### src/rtl/mtc_slc_ptcalc_align_if.sv
// Pipeline-word / pT-calc input bundle and aligned-pair output bundle.
// The master side drives the SLC words; the slave side is the aligner.
interface mtc_slc_ptcalc_align_if #(
  parameter int PL_WIDTH  = 64,
  parameter int PT_WIDTH  = 48,
  parameter int OCC_WIDTH = 4,
  parameter int CNT_WIDTH = 16
);
  logic [PL_WIDTH-1:0]  i_pl_data;
  logic                 i_pl_valid;
  logic [PT_WIDTH-1:0]  i_pt_data;
  logic                 i_pt_valid;
  logic [PL_WIDTH-1:0]  o_pl_data;
  logic [PT_WIDTH-1:0]  o_pt_data;
  logic                 o_valid;
  logic                 o_timeout;
  logic [OCC_WIDTH-1:0] o_occupancy;
  logic [CNT_WIDTH-1:0] o_overflow_cnt;
  logic [CNT_WIDTH-1:0] o_orphan_cnt;

  modport master (
    output i_pl_data, i_pl_valid,
    output i_pt_data, i_pt_valid,
    input  o_pl_data, o_pt_data,
    input  o_valid, o_timeout,
    input  o_occupancy,
    input  o_overflow_cnt, o_orphan_cnt
  );

  modport slave (
    input  i_pl_data, i_pl_valid,
    input  i_pt_data, i_pt_valid,
    output o_pl_data, o_pt_data,
    output o_valid, o_timeout,
    output o_occupancy,
    output o_overflow_cnt, o_orphan_cnt
  );
endinterface

### src/rtl/mtc_slc_ptcalc_align.sv
// Aligns SLC pipeline words with pT-calc results by MUID
// ahead of the MTC packet formatter.
module mtc_slc_ptcalc_align #(
  parameter int PL_WIDTH    = 64,
  parameter int PT_WIDTH    = 48,
  parameter int DEPTH       = 8,
  parameter int TIMEOUT     = 64,
  parameter int MUID_WIDTH  = 20,
  parameter int PL_MUID_LSB = 0,
  parameter int PT_MUID_LSB = 0,
  parameter int PL_BUSY_BIT = 63,
  parameter int CNT_WIDTH   = 16
) (
  input  logic clock,
  input  logic rst,
  mtc_slc_ptcalc_align_if.slave bus
);
  localparam int AW = $clog2(DEPTH);
  localparam int TW = $clog2(TIMEOUT) + 1;
  localparam logic [TW-1:0] TMAX = TW'(TIMEOUT - 1);
  localparam logic [AW:0] FULL = (AW + 1)'(DEPTH);
  localparam logic [CNT_WIDTH-1:0] CMAX = '1;

  logic [PL_WIDTH-1:0]  mem [DEPTH];
  logic [AW-1:0]        wptr;
  logic [AW-1:0]        rptr;
  logic [AW:0]          count;
  logic                 hold_vld;
  logic [PT_WIDTH-1:0]  hold_data;
  logic [TW-1:0]        timer;
  logic [CNT_WIDTH-1:0] ovf_cnt;
  logic [CNT_WIDTH-1:0] orph_cnt;
  logic [PL_WIDTH-1:0]  pl_q;
  logic [PT_WIDTH-1:0]  pt_q;
  logic                 valid_q;
  logic                 to_q;

  logic [PL_WIDTH-1:0] head;
  logic empty;
  logic full;
  logic head_busy;
  logic muid_eq;
  logic pop_busy;
  logic pop_match;
  logic pop_to;
  logic drop_hold;
  logic pop;
  logic push;
  logic ovf_inc;
  logic orph_inc;

  assign head      = mem[rptr];
  assign empty     = (count == '0);
  assign full      = (count == FULL);
  assign head_busy = head[PL_BUSY_BIT];
  assign muid_eq   = head[PL_MUID_LSB +: MUID_WIDTH]
                  == hold_data[PT_MUID_LSB +: MUID_WIDTH];

  always_comb begin
    pop_busy  = 1'b0;
    pop_match = 1'b0;
    drop_hold = 1'b0;
    pop_to    = 1'b0;
    if (!empty && head_busy)
      pop_busy = 1'b1;
    else if (hold_vld && !empty && muid_eq)
      pop_match = 1'b1;
    else if (hold_vld)
      drop_hold = 1'b1;
    else if (!empty && timer == TMAX)
      pop_to = 1'b1;
  end

  assign pop      = pop_busy | pop_match | pop_to;
  assign push     = bus.i_pl_valid && (!full || pop);
  assign ovf_inc  = bus.i_pl_valid && !push;
  // An unconsumed hold word overwritten by a new one is also an orphan.
  assign orph_inc = drop_hold
                 || (bus.i_pt_valid && hold_vld && !pop_match);

  always_ff @(posedge clock) begin
    if (push) mem[wptr] <= bus.i_pl_data;
  end

  always_ff @(posedge clock) begin
    if (rst) begin
      wptr      <= '0;
      rptr      <= '0;
      count     <= '0;
      hold_vld  <= 1'b0;
      hold_data <= '0;
      timer     <= '0;
      ovf_cnt   <= '0;
      orph_cnt  <= '0;
      pl_q      <= '0;
      pt_q      <= '0;
      valid_q   <= 1'b0;
      to_q      <= 1'b0;
    end else begin
      if (push) wptr <= wptr + 1'b1;
      if (pop)  rptr <= rptr + 1'b1;
      unique case ({push, pop})
        2'b10:   count <= count + 1'b1;
        2'b01:   count <= count - 1'b1;
        default: ;
      endcase
      if (empty || pop)
        timer <= '0;
      else if (timer != TMAX)
        timer <= timer + 1'b1;
      if (bus.i_pt_valid) begin
        hold_vld  <= 1'b1;
        hold_data <= bus.i_pt_data;
      end else if (pop_match || drop_hold) begin
        hold_vld <= 1'b0;
      end
      valid_q <= pop;
      if (pop) begin
        pl_q <= head;
        pt_q <= pop_match ? hold_data : '0;
        to_q <= pop_to;
      end
      if (ovf_inc && ovf_cnt != CMAX)
        ovf_cnt <= ovf_cnt + 1'b1;
      if (orph_inc && orph_cnt != CMAX)
        orph_cnt <= orph_cnt + 1'b1;
    end
  end

  assign bus.o_pl_data      = pl_q;
  assign bus.o_pt_data      = pt_q;
  assign bus.o_valid        = valid_q;
  assign bus.o_timeout      = to_q;
  assign bus.o_occupancy    = count;
  assign bus.o_overflow_cnt = ovf_cnt;
  assign bus.o_orphan_cnt   = orph_cnt;
endmodule

### src/flat_wrapper.sv
// flat-port wrapper written by rule: the top's interface ports become plain ports
module mtc_slc_ptcalc_align_flat 
#(
  parameter int PL_WIDTH    = 64,
  parameter int PT_WIDTH    = 48,
  parameter int DEPTH       = 8,
  parameter int TIMEOUT     = 64,
  parameter int MUID_WIDTH  = 20,
  parameter int PL_MUID_LSB = 0,
  parameter int PT_MUID_LSB = 0,
  parameter int PL_BUSY_BIT = 63,
  parameter int CNT_WIDTH   = 16
)
  (clock, rst, bus_i_pl_data, bus_i_pl_valid, bus_i_pt_data, bus_i_pt_valid, bus_o_pl_data, bus_o_pt_data, bus_o_valid, bus_o_timeout, bus_o_occupancy, bus_o_overflow_cnt, bus_o_orphan_cnt);
  mtc_slc_ptcalc_align_if #(.PL_WIDTH(PL_WIDTH), .PT_WIDTH(PT_WIDTH), .OCC_WIDTH(4), .CNT_WIDTH(CNT_WIDTH)) bus_i ();
  input  logic clock;
  input  logic rst;
  input wire logic [$bits(bus_i.i_pl_data)-1:0] bus_i_pl_data;
  input wire logic [$bits(bus_i.i_pl_valid)-1:0] bus_i_pl_valid;
  input wire logic [$bits(bus_i.i_pt_data)-1:0] bus_i_pt_data;
  input wire logic [$bits(bus_i.i_pt_valid)-1:0] bus_i_pt_valid;
  output wire logic [$bits(bus_i.o_pl_data)-1:0] bus_o_pl_data;
  output wire logic [$bits(bus_i.o_pt_data)-1:0] bus_o_pt_data;
  output wire logic [$bits(bus_i.o_valid)-1:0] bus_o_valid;
  output wire logic [$bits(bus_i.o_timeout)-1:0] bus_o_timeout;
  output wire logic [$bits(bus_i.o_occupancy)-1:0] bus_o_occupancy;
  output wire logic [$bits(bus_i.o_overflow_cnt)-1:0] bus_o_overflow_cnt;
  output wire logic [$bits(bus_i.o_orphan_cnt)-1:0] bus_o_orphan_cnt;
  assign bus_i.i_pl_data = bus_i_pl_data;
  assign bus_i.i_pl_valid = bus_i_pl_valid;
  assign bus_i.i_pt_data = bus_i_pt_data;
  assign bus_i.i_pt_valid = bus_i_pt_valid;
  assign bus_o_pl_data = bus_i.o_pl_data;
  assign bus_o_pt_data = bus_i.o_pt_data;
  assign bus_o_valid = bus_i.o_valid;
  assign bus_o_timeout = bus_i.o_timeout;
  assign bus_o_occupancy = bus_i.o_occupancy;
  assign bus_o_overflow_cnt = bus_i.o_overflow_cnt;
  assign bus_o_orphan_cnt = bus_i.o_orphan_cnt;
  mtc_slc_ptcalc_align #(.PL_WIDTH(PL_WIDTH), .PT_WIDTH(PT_WIDTH), .DEPTH(DEPTH), .TIMEOUT(TIMEOUT), .MUID_WIDTH(MUID_WIDTH), .PL_MUID_LSB(PL_MUID_LSB), .PT_MUID_LSB(PT_MUID_LSB), .PL_BUSY_BIT(PL_BUSY_BIT), .CNT_WIDTH(CNT_WIDTH)) u_core (.clock(clock), .rst(rst), .bus(bus_i));
endmodule
### config.mk
export PLATFORM = sky130hd
export DESIGN_NAME = mtc_slc_ptcalc_align_flat
export DESIGN_NICKNAME = d
export VERILOG_FILES = /design/src/rtl/mtc_slc_ptcalc_align_if.sv /design/src/rtl/mtc_slc_ptcalc_align.sv /design/src/flat_wrapper.sv
export SDC_FILE = /design/constraint.sdc
export NUM_CORES = 1
export LEC_CHECK = 0
export CAP_MARGIN = 20
export CORE_MARGIN = 8
export CORE_UTILIZATION = 51
export CTS_CLUSTER_DIAMETER = 100
export DETAILED_ROUTE_END_ITERATION = 12
export PLACE_DENSITY = 0.78
export REMOVE_ABC_BUFFERS = 1
export SLEW_MARGIN = 20
export SYNTH_ARGS = -nofsm -noshare
export SYNTH_HDL_FRONTEND = slang
export SYNTH_SLANG_ARGS = --single-unit
### constraint.sdc
create_clock -name clock -period 9.45 [get_ports clock]
set_clock_uncertainty 0.1 [all_clocks]
set_input_delay 2.3625 -clock clock [delete_from_list [all_inputs] [get_ports clock]]
set_output_delay 2.3625 -clock clock [all_outputs]
set_load 0.02 [all_outputs]
==> impl_metrics.json, run 1 <==
{
  "worstRegToRegCells": 10,
  "start_kind": "flop",
  "p_leak_uw": 0.0108,
  "critPathMostFrequentCell": "buf_4",
  "clk_pin_slew_ns": 0.06,
  "grt_pass1_wl_mm": 96.6,
  "clock-sinks": 727,
  "multi_input_area_um2": 7350,
  "cts_resized": 0,
  "fin_nets": 2065,
  "synthTopCellsByCount": "512 x edfxtp_1, 215 x dfxtp_1, 214 x nor2_1, 135 x mux2i_1, 106 x mux4_2",
  "synth.top_cell.area_share": 0.559,
  "die_h_um": 248,
  "coreArea_um2": 53600,
  "cts_setup_buffers": 0,
  "cpMaxStageDelayCell": "buf_4",
  "grt_overflow": 0,
  "layout-drive-gt1-share": 0.135,
  "synth.avg_cell_area_um2": 16.4,
  "finalPower_uw": 8400,
  "gp_congestion": 0.822,
  "async_flop_share": 0,
  "wl_per_cell_um": 23.8,
  "htree_levels": 3,
  "relSlewSlack": 0.265,
  "ys_seq_elements": 727,
  "ys_types": 54,
  "endpoint_kind": "flop",
  "max_stage_delay_ns": 0.89,
  "pin_count": 266,
  "r2r_slack_ns": 3.78,
  "synthToLayoutAreaGrowth_pct": 20.8,
  "synthTopCellsByArea": "edfxtp_1 56%, dfxtp_1 16%, mux4_2 8.7%, mux2i_1 4.9%, nor2_1 2.9%",
  "drc_errors": 0,
  "yosysTopAreaCell": "edfxtp_1",
  "port_buffers": 265,
  "vdd_drop_max_uv": 192,
  "fmax_mhz": 176,
  "hpwl_mm": 37.5,
  "grt.total_usage": 0.206,
  "clock_latency_ns": 0.61,
  "dieArea_um2": 61600,
  "maxCapViolCount": 0,
  "min_path_cells": 2,
  "syn_inst": 1675,
  "rsz0062_at_grt": "no",
  "status": "complete, no violations",
  "p_per_area_nw_per_um2": 253,
  "drt_iter0_drc": 1195,
  "firstDrtPassIters": 5,
  "layout_setup_ws_ns": 3.78,
  "crit_type": "reg -> reg",
  "hold_class": "reg -> reg",
  "yosysMostFrequentCell": "edfxtp_1",
  "cts_root_buf": "clkbuf_16",
  "fin_crit_ns": 5.67,
  "mappedNetlistArea_um2": 27500,
  "setup_viol": 0,
  "path_cells": "buf_4, mux4_2, mux2i_1, xor2_1, nand3_1, or4_4, o31ai_4, o21ai_1, nor3_2, buf_4",
  "cts_inserted_buffers": 74,
  "cp.required_ns": 9.56,
  "ys_seq_area_frac": 0.716,
  "row_count": 85,
  "hold_violations": 0,
  "synth_edf_count": 512,
  "antenna_found_initial": 5,
  "cts_tree": "yes",
  "cp_max_fo": 64,
  "worstPathArrival_ns": 5.78,
  "cts_hold_buf": 0,
  "hold_end": "u_core.bus.o_pl_data[18]",
  "r2r-end": "u_core.mem[1][50]",
  "grt_max_degree": 84,
  "tightestPinTransition_ns": 1.10,
  "seqCellArea_um2": 19700,
  "drv_slew": 0,
  "grt_pass1_vias": 16091,
  "preCtsSetupSlack_ns": 3.45,
  "cts.path.max_buffers": 3,
  "fp.dieW_um": 248,
  "viasPerCell": 5.82,
  "ys_warn_count": 0,
  "synth_flop_cell": "edfxtp_1",
  "drt_wl_total_mm": 64.3,
  "start_util": 0.513,
  "vias": 15695,
  "holdCritStartpoint": "u_core.bus.o_pl_data[18]",
  "nFillCells": 3838,
  "fin_crit_sh": 0.600,
  "antenna_left": 0
}
-- where the power goes --
| part | internal, µW | leakage, µW | switching, µW |
|---|---|---|---|
| sequential | 3670 | 0.00641 | 162 |
| combinational | 725 | 0.00324 | 944 |
| clock | 1710 | 0.00119 | 1190 |
-- registers in the layout (all words and copies together) (netlist names), 4 cells and up, named ones only --
| name | cells |
|---|---|
| u_core.bus.o_occupancy | 4 |
| u_core.bus.o_orphan_cnt | 16 |
| u_core.bus.o_overflow_cnt | 16 |
| u_core.bus.o_pl_data | 64 |
| u_core.bus.o_pt_data | 48 |
| u_core.hold_data | 48 |
| u_core.mem | 512 |
| u_core.timer | 7 |
-- cell usage in the layout, fill, tap and decap left out, types with 4 or more instances in the layout --
cell and instances:
edfxtp_1 512, clkdlybuf4s50_1 263, nor2_1 213, dfxtp_1 212, mux2i_1 135, mux4_2 106
clkbuf_16 76, a22oi_1 58, a211oi_1 56, nand2_1 31, nand3_1 25, xor2_1 22
a21oi_1 22, buf_4 22, xnor2_1 21, or3_1 17, o21ai_0 15, mux2_2 14
clkbuf_1 14, clkinv_1 13, clkinv_2 11, nand4_1 10, nor3_1 9, and3_1 9
nand2b_1 8, inv_1 7, ha_1 7, bufinv_16 7, o22ai_1 5, a21o_1 5
nor2b_1 4, a22o_1 4, nor3_2 4, nor4_1 4, clkbuf_8 4
-- per-stage QoR --
stage	std cells	TNS (ns)	hold WS, ns	cell area (µm²)	util
detailed placement	2559	0	0.334	30700	0.574
global route	2697	0	0.359	33200	0.620
global placement	2559	0	0.313	30700	0.574
finish	2697	0	0.349	33200	0.620
CTS	2693	0	0.344	33200	0.619
floorplan	1576	-3022.53	0.306	27000	-
-- critical path, delay by kind of cell (launching register included) --
family | cells | cell delay, ns
mux | 2 | 0.78
flops | 1 | 0.67
compound gates | 2 | 0.84
xor+xnor | 1 | 0.20
simple gates | 3 | 0.84
buf+inv | 2 | 1.76
-- kinds of logic after synthesis --
logic type,Yosys count,share of synthesized area
AO/OA/AOI/OAI,181,0.0467
adder cells (fa/ha/maj),8,0.00391
flip-flops,727,0.716
buffers and inverters,106,0.0188
AND/OR/NAND/NOR,353,0.0577
multiplexers,257,0.143
XOR/XNOR,43,0.0137
-- how the worst max path moves through the flow --
stage / start / to / slack [ns]
5_1_grt: flop / u_core.bus.o_pl_data[28] / 3.54
2_1_floorplan: flop / u_core.mem[0][0] / -7.14
3_3_place_gp: flop / u_core.mem[1][20] / 3.54
3_5_place_dp: flop / u_core.mem[1][60] / 3.45
6_report: flop / u_core.mem[1][50] / 3.78
4_1_cts: flop / u_core.mem[1][50] / 3.37
-- layout make-up --
cell class	instances	share of cell area
Clock buffer	94	0.0605
Inverter	7	0.000791
Clock inverter	40	0.0124
Antenna cell	2	0.000151
Multi-Input combinational cell	842	0.221
Sequential cell	727	0.593
Timing Repair Buffer	289	0.0861
Tap cell	696	0.0262
-- routing by layer --
layer	GRT usage	wire [µm]	vias up
li1	-	-	7016
met1	0.262	26200	8024
met2	0.353	32500	537
met3	0.0440	4100	112
met4	0.0597	1440	6
met5	0	41	-
Power figures use the tool's default switching activity.
==> inputs of run 2 (changes only) <==
--- a/config.mk
+++ b/config.mk
@@ -10,7 +10,7 @@
 export CORE_UTILIZATION = 51
 export CTS_CLUSTER_DIAMETER = 100
 export DETAILED_ROUTE_END_ITERATION = 12
-export PLACE_DENSITY = 0.78
+export PLACE_DENSITY = 0.75
 export REMOVE_ABC_BUFFERS = 1
 export SLEW_MARGIN = 20
 export SYNTH_ARGS = -nofsm -noshare
==> constraint.sdc (replaced) <==
create_clock -name clock -period 5.85 [get_ports clock]
set_clock_uncertainty 0.1 [all_clocks]
set_input_delay 1.4625 -clock clock [delete_from_list [all_inputs] [get_ports clock]]
set_output_delay 1.4625 -clock clock [all_outputs]
set_load 0.02 [all_outputs]
==> impl_metrics.json, run 2 (same netlist as run 1, synthesis figures left out) <==
{
  "status": "complete, no violations",
  "worstPathArrival_ns": 5.03,
  "grt_pass1_vias": 15801,
  "firstDrtPassIters": 5,
  "row_count": 85,
  "cts_resized": 0,
  "synthToLayoutAreaGrowth_pct": 21.2,
  "gp_congestion": 0.786,
  "clock-sinks": 727,
  "finalPower_uw": 13500,
  "crit_type": "reg -> reg",
  "port_buffers": 265,
  "tightestPinTransition_ns": 1.11,
  "cp.required_ns": 5.98,
  "layout.cells.most_common_list": "512 x edfxtp_1, 263 x clkdlybuf4s50_1, 213 x nor2_1",
  "drt_iter0_drc": 1138,
  "relSlewSlack": 0.262,
  "clock_latency_ns": 0.61,
  "regMostFlops": "u_core.mem",
  "cts_hold_buf": 0,
  "vias": 15570,
  "cts_setup_buffers": 0,
  "rsz0062_at_grt": "no",
  "cts.path.max_buffers": 3,
  "cp_max_fo": 42,
  "layout_commonest_cell": "edfxtp_1",
  "wl_per_cell_um": 23.1,
  "cts_root_buf": "clkbuf_16",
  "setup_viol": 0,
  "max_stage_delay_ns": 0.76,
  "die_h_um": 248,
  "grt_max_degree": 117,
  "coreArea_um2": 53600,
  "start_util": 0.513,
  "drc_errors": 0,
  "viasPerCell": 5.73,
  "antenna_found_initial": 12,
  "grt.total_usage": 0.201,
  "crit_buf_inv": 1,
  "layout-drive-gt1-share": 0.143,
  "fin_crit_sh": 0.838,
  "nFillCells": 3802,
  "p_per_area_nw_per_um2": 406,
  "cpMaxStageDelayCell": "dfxtp_4",
  "largest_reg_flops": 512,
  "hold_class": "reg -> reg",
  "fin_nets": 2078,
  "endpoint_kind": "flop",
  "fmax_mhz": 204,
  "drv_slew": 0,
  "path_cells": "mux4_2, mux2i_1, xor2_1, nand3_1, or4_4, o31ai_4, nor2_1, nor4_2, buf_4",
  "clk_pin_slew_ns": 0.06,
  "start_kind": "flop",
  "p_leak_uw": 0.0109,
  "cts_tree": "yes",
  "htree_levels": 3,
  "vdd_drop_max_uv": 295,
  "fin_crit_ns": 4.90,
  "maxCapViolCount": 0,
  "grt_pass1_wl_mm": 94.4,
  "critPathTopFamily": "simple AND/OR/NAND/NOR gates",
  "preCtsSetupSlack_ns": 0.973,
  "antenna_left": 0,
  "grt_overflow": 0,
  "hpwl_mm": 39.7,
  "layout_setup_ws_ns": 0.949,
  "drt_wl_total_mm": 62.8,
  "fp.dieW_um": 248,
  "dieArea_um2": 61600,
  "hold_violations": 0,
  "pin_count": 266,
  "cts_inserted_buffers": 74
}
-- run 2: routing by layer --
layer / up-vias / wire length [µm] / track usage
met5: - / 125 / 0
met4: 18 / 1320 / 0.0557
met3: 102 / 4630 / 0.0492
met2: 537 / 30600 / 0.334
met1: 7862 / 26100 / 0.262
li1: 7051 / - / -
-- run 2: worst paths after layout --
path         slack, ns                end            start  cells past startpoint
max               0.95  u_core.mem[0][27]             flop                      9
min               0.35    u_core.timer[6]  u_core.timer[6]                      2
max reg2reg       0.95  u_core.mem[0][27]             flop                      9
min reg2reg       0.35    u_core.timer[6]  u_core.timer[6]                      2
-- run 2: worst register-to-register path: stages, from the launching register on --
cell and delay (ns):
dfxtp_4 0.76, mux4_2 0.63, mux2i_1 0.41, xor2_1 0.20, nand3_1 0.09, or4_4 0.54, o31ai_4 0.52, nor2_1 0.27
nor4_2 0.35, buf_4 0.64
-- run 2: final cells by class --
class	count	area, µm²	share of cell area
clock inverters	37	354	0.0106
flip-flops and latches	727	19700	0.591
repair buffers	302	2950	0.0887
clock buffers	101	2070	0.0620
well taps	696	871	0.0261
multi-input cells	842	7350	0.220
inverters	7	26.3	0.000789
diodes	3	7.51	0.000225
-- run 2: metrics by stage --
stage | cells | util | cell area, µm² | hold WS (ns) | setup TNS, ns
global placement | 2574 | 0.576 | 30900 | 0.320 | 0
global route | 2713 | 0.621 | 33300 | 0.395 | 0
floorplan | 1576 | - | 27000 | 0.306 | -5425.28
CTS | 2712 | 0.621 | 33300 | 0.354 | 0
detailed placement | 2574 | 0.576 | 30900 | 0.342 | 0
finish | 2715 | 0.622 | 33300 | 0.352 | 0
-- run 2: report_power, final --
group / switching, µW / total (µW) / internal [µW] / leakage, µW
clock network: 1940 / 4660 / 2720 / 0.00117
logic: 1530 / 2710 / 1170 / 0.00331
registers: 246 / 6180 / 5930 / 0.00641
==> inputs of run 3 (changes only) <==
--- a/config.mk
+++ b/config.mk
@@ -10,7 +10,7 @@
 export CORE_UTILIZATION = 51
 export CTS_CLUSTER_DIAMETER = 100
 export DETAILED_ROUTE_END_ITERATION = 12
-export PLACE_DENSITY = 0.75
+export PLACE_DENSITY = 0.78
 export REMOVE_ABC_BUFFERS = 1
 export SLEW_MARGIN = 20
 export SYNTH_ARGS = -nofsm -noshare
==> constraint.sdc (replaced) <==
create_clock -name clock -period 4.4 [get_ports clock]
set_clock_uncertainty 0.1 [all_clocks]
set_input_delay 1.1 -clock clock [delete_from_list [all_inputs] [get_ports clock]]
set_output_delay 1.1 -clock clock [all_outputs]
set_load 0.02 [all_outputs]
==> impl_metrics.json, run 3 (same netlist as run 1, synthesis figures left out) <==
{
  "drc_errors": 0,
  "port_buffers": 265,
  "nFillCells": 3688,
  "hold_class": "reg -> reg",
  "r2r_slack_ns": 0.16,
  "multi_input_area_um2": 7350,
  "fin_crit_sh": 0.963,
  "clock-sinks": 727,
  "grt_overflow": 0,
  "start_kind": "flop",
  "pin_count": 266,
  "layout.cells.most_common_list": "512 x edfxtp_1, 263 x clkdlybuf4s50_1, 213 x nor2_1",
  "fin_crit_ns": 4.24,
  "layout_commonest_cell": "edfxtp_1",
  "firstDrtPassIters": 5,
  "p_leak_uw": 0.0110,
  "fmax_mhz": 236,
  "hpwl_mm": 39.6,
  "coreArea_um2": 53600,
  "largest_reg_flops": 512,
  "worstPathArrival_ns": 4.39,
  "whs_ns": 0.336,
  "crit_type": "reg -> reg",
  "cts_tree": "yes",
  "row_count": 85,
  "fin_nets": 2085,
  "vias": 15660,
  "seqCellArea_um2": 19700,
  "endpoint_kind": "flop",
  "synthToLayoutAreaGrowth_pct": 22.3,
  "rsz0062_at_grt": "no",
  "grt_max_degree": 111,
  "fp.dieW_um": 248,
  "maxCapViolCount": 0,
  "antenna_found_initial": 7,
  "drv_slew": 0,
  "cts_inserted_buffers": 73,
  "cp.required_ns": 4.55,
  "viasPerCell": 5.76,
  "cp_max_fo": 52,
  "relSlewSlack": 0.409,
  "status": "complete, no violations",
  "grt_pass1_wl_mm": 95.9,
  "gp_congestion": 0.810,
  "grt_pass1_vias": 16042,
  "hold_violations": 0,
  "dieArea_um2": 61600,
  "die_h_um": 248,
  "tightestPinTransition_ns": 0.887,
  "grt.total_usage": 0.204,
  "clock_latency_ns": 0.60,
  "p_per_area_nw_per_um2": 540,
  "tns_ns": 0,
  "htree_levels": 3,
  "drt_iter0_drc": 1117,
  "setup_viol": 0,
  "antenna_left": 0,
  "cts.path.max_buffers": 3,
  "drt_wl_total_mm": 64.1,
  "layout-drive-gt1-share": 0.150,
  "clk_pin_slew_ns": 0.06,
  "cts_hold_buf": 0,
  "vdd_drop_max_uv": 396,
  "cts_root_buf": "clkbuf_16",
  "wl_per_cell_um": 23.6,
  "finalPower_uw": 18200,
  "start_util": 0.513,
  "regMostFlops": "u_core.mem"
}
==> run 3: metrics by stage <==
step	std cells	util	setup WS [ns]	area (µm²)
detailed placement	2582	0.581	0.127	31200
CTS	2714	0.627	0.0848	33600
finish	2717	0.627	0.165	33600
global placement	2582	0.581	0.307	31200
floorplan	1576	-	-12.19	27000
global route	2716	0.627	0.0223	33600
==> run 3: report_power, final <==
group          internal (µW)  total (µW)  leakage [µW]  switching [µW]
combinational           1620        3710       0.00340            2090
sequential              7880        8190       0.00641             308
clock                   3720        6260       0.00120            2530
total                  13200       18200        0.0110            4930
==> run 3: path summary, 6_finish.rpt <==
check	from	to	depth (start not counted)
max	flop	u_core.mem[1][1]	10
min	u_core.timer[6]	u_core.timer[6]	2
max reg2reg	flop	u_core.mem[1][1]	10
min reg2reg	u_core.timer[6]	u_core.timer[6]	2
==> run 3: critical path, cell delays in order, from the launching register on <==
cell       delay [ns]
dfxtp_4          0.55
mux4_2           0.54
mux2i_1          0.31
xor2_1           0.18
o2111ai_1        0.24
or4_4            0.53
o31ai_4          0.23
buf_4            0.21
o21ai_1          0.24
nor3_2           0.35
buf_12           0.37
==> run 3: what timing repair did <==
action	in CTS	in global routing
setup endpoints to repair	0	36
buffers inserted	0	0
resized for setup	0	2
==> run 3: final cells by class <==
| class | instances | area share |
|---|---|---|
| clock inverters | 30 | 0.00990 |
| flip-flops and latches | 727 | 0.586 |
| clock buffers | 102 | 0.0629 |
| inverters | 7 | 0.000782 |
| multi-input cells | 842 | 0.219 |
| repair buffers | 310 | 0.0959 |
| well taps | 696 | 0.0259 |
| diodes | 3 | 0.000223 |
==> run 3: routing by layer <==
metal  wire, µm  part of all wire  global-route usage  up-vias
met4       1350             0.021              0.0604        8
met5         49           0.00076                   0        -
li1           -                 -                   -     7041
met1      26500              0.41               0.269     7913
met2      31300              0.49               0.340      597
met3       4920             0.077              0.0445      101
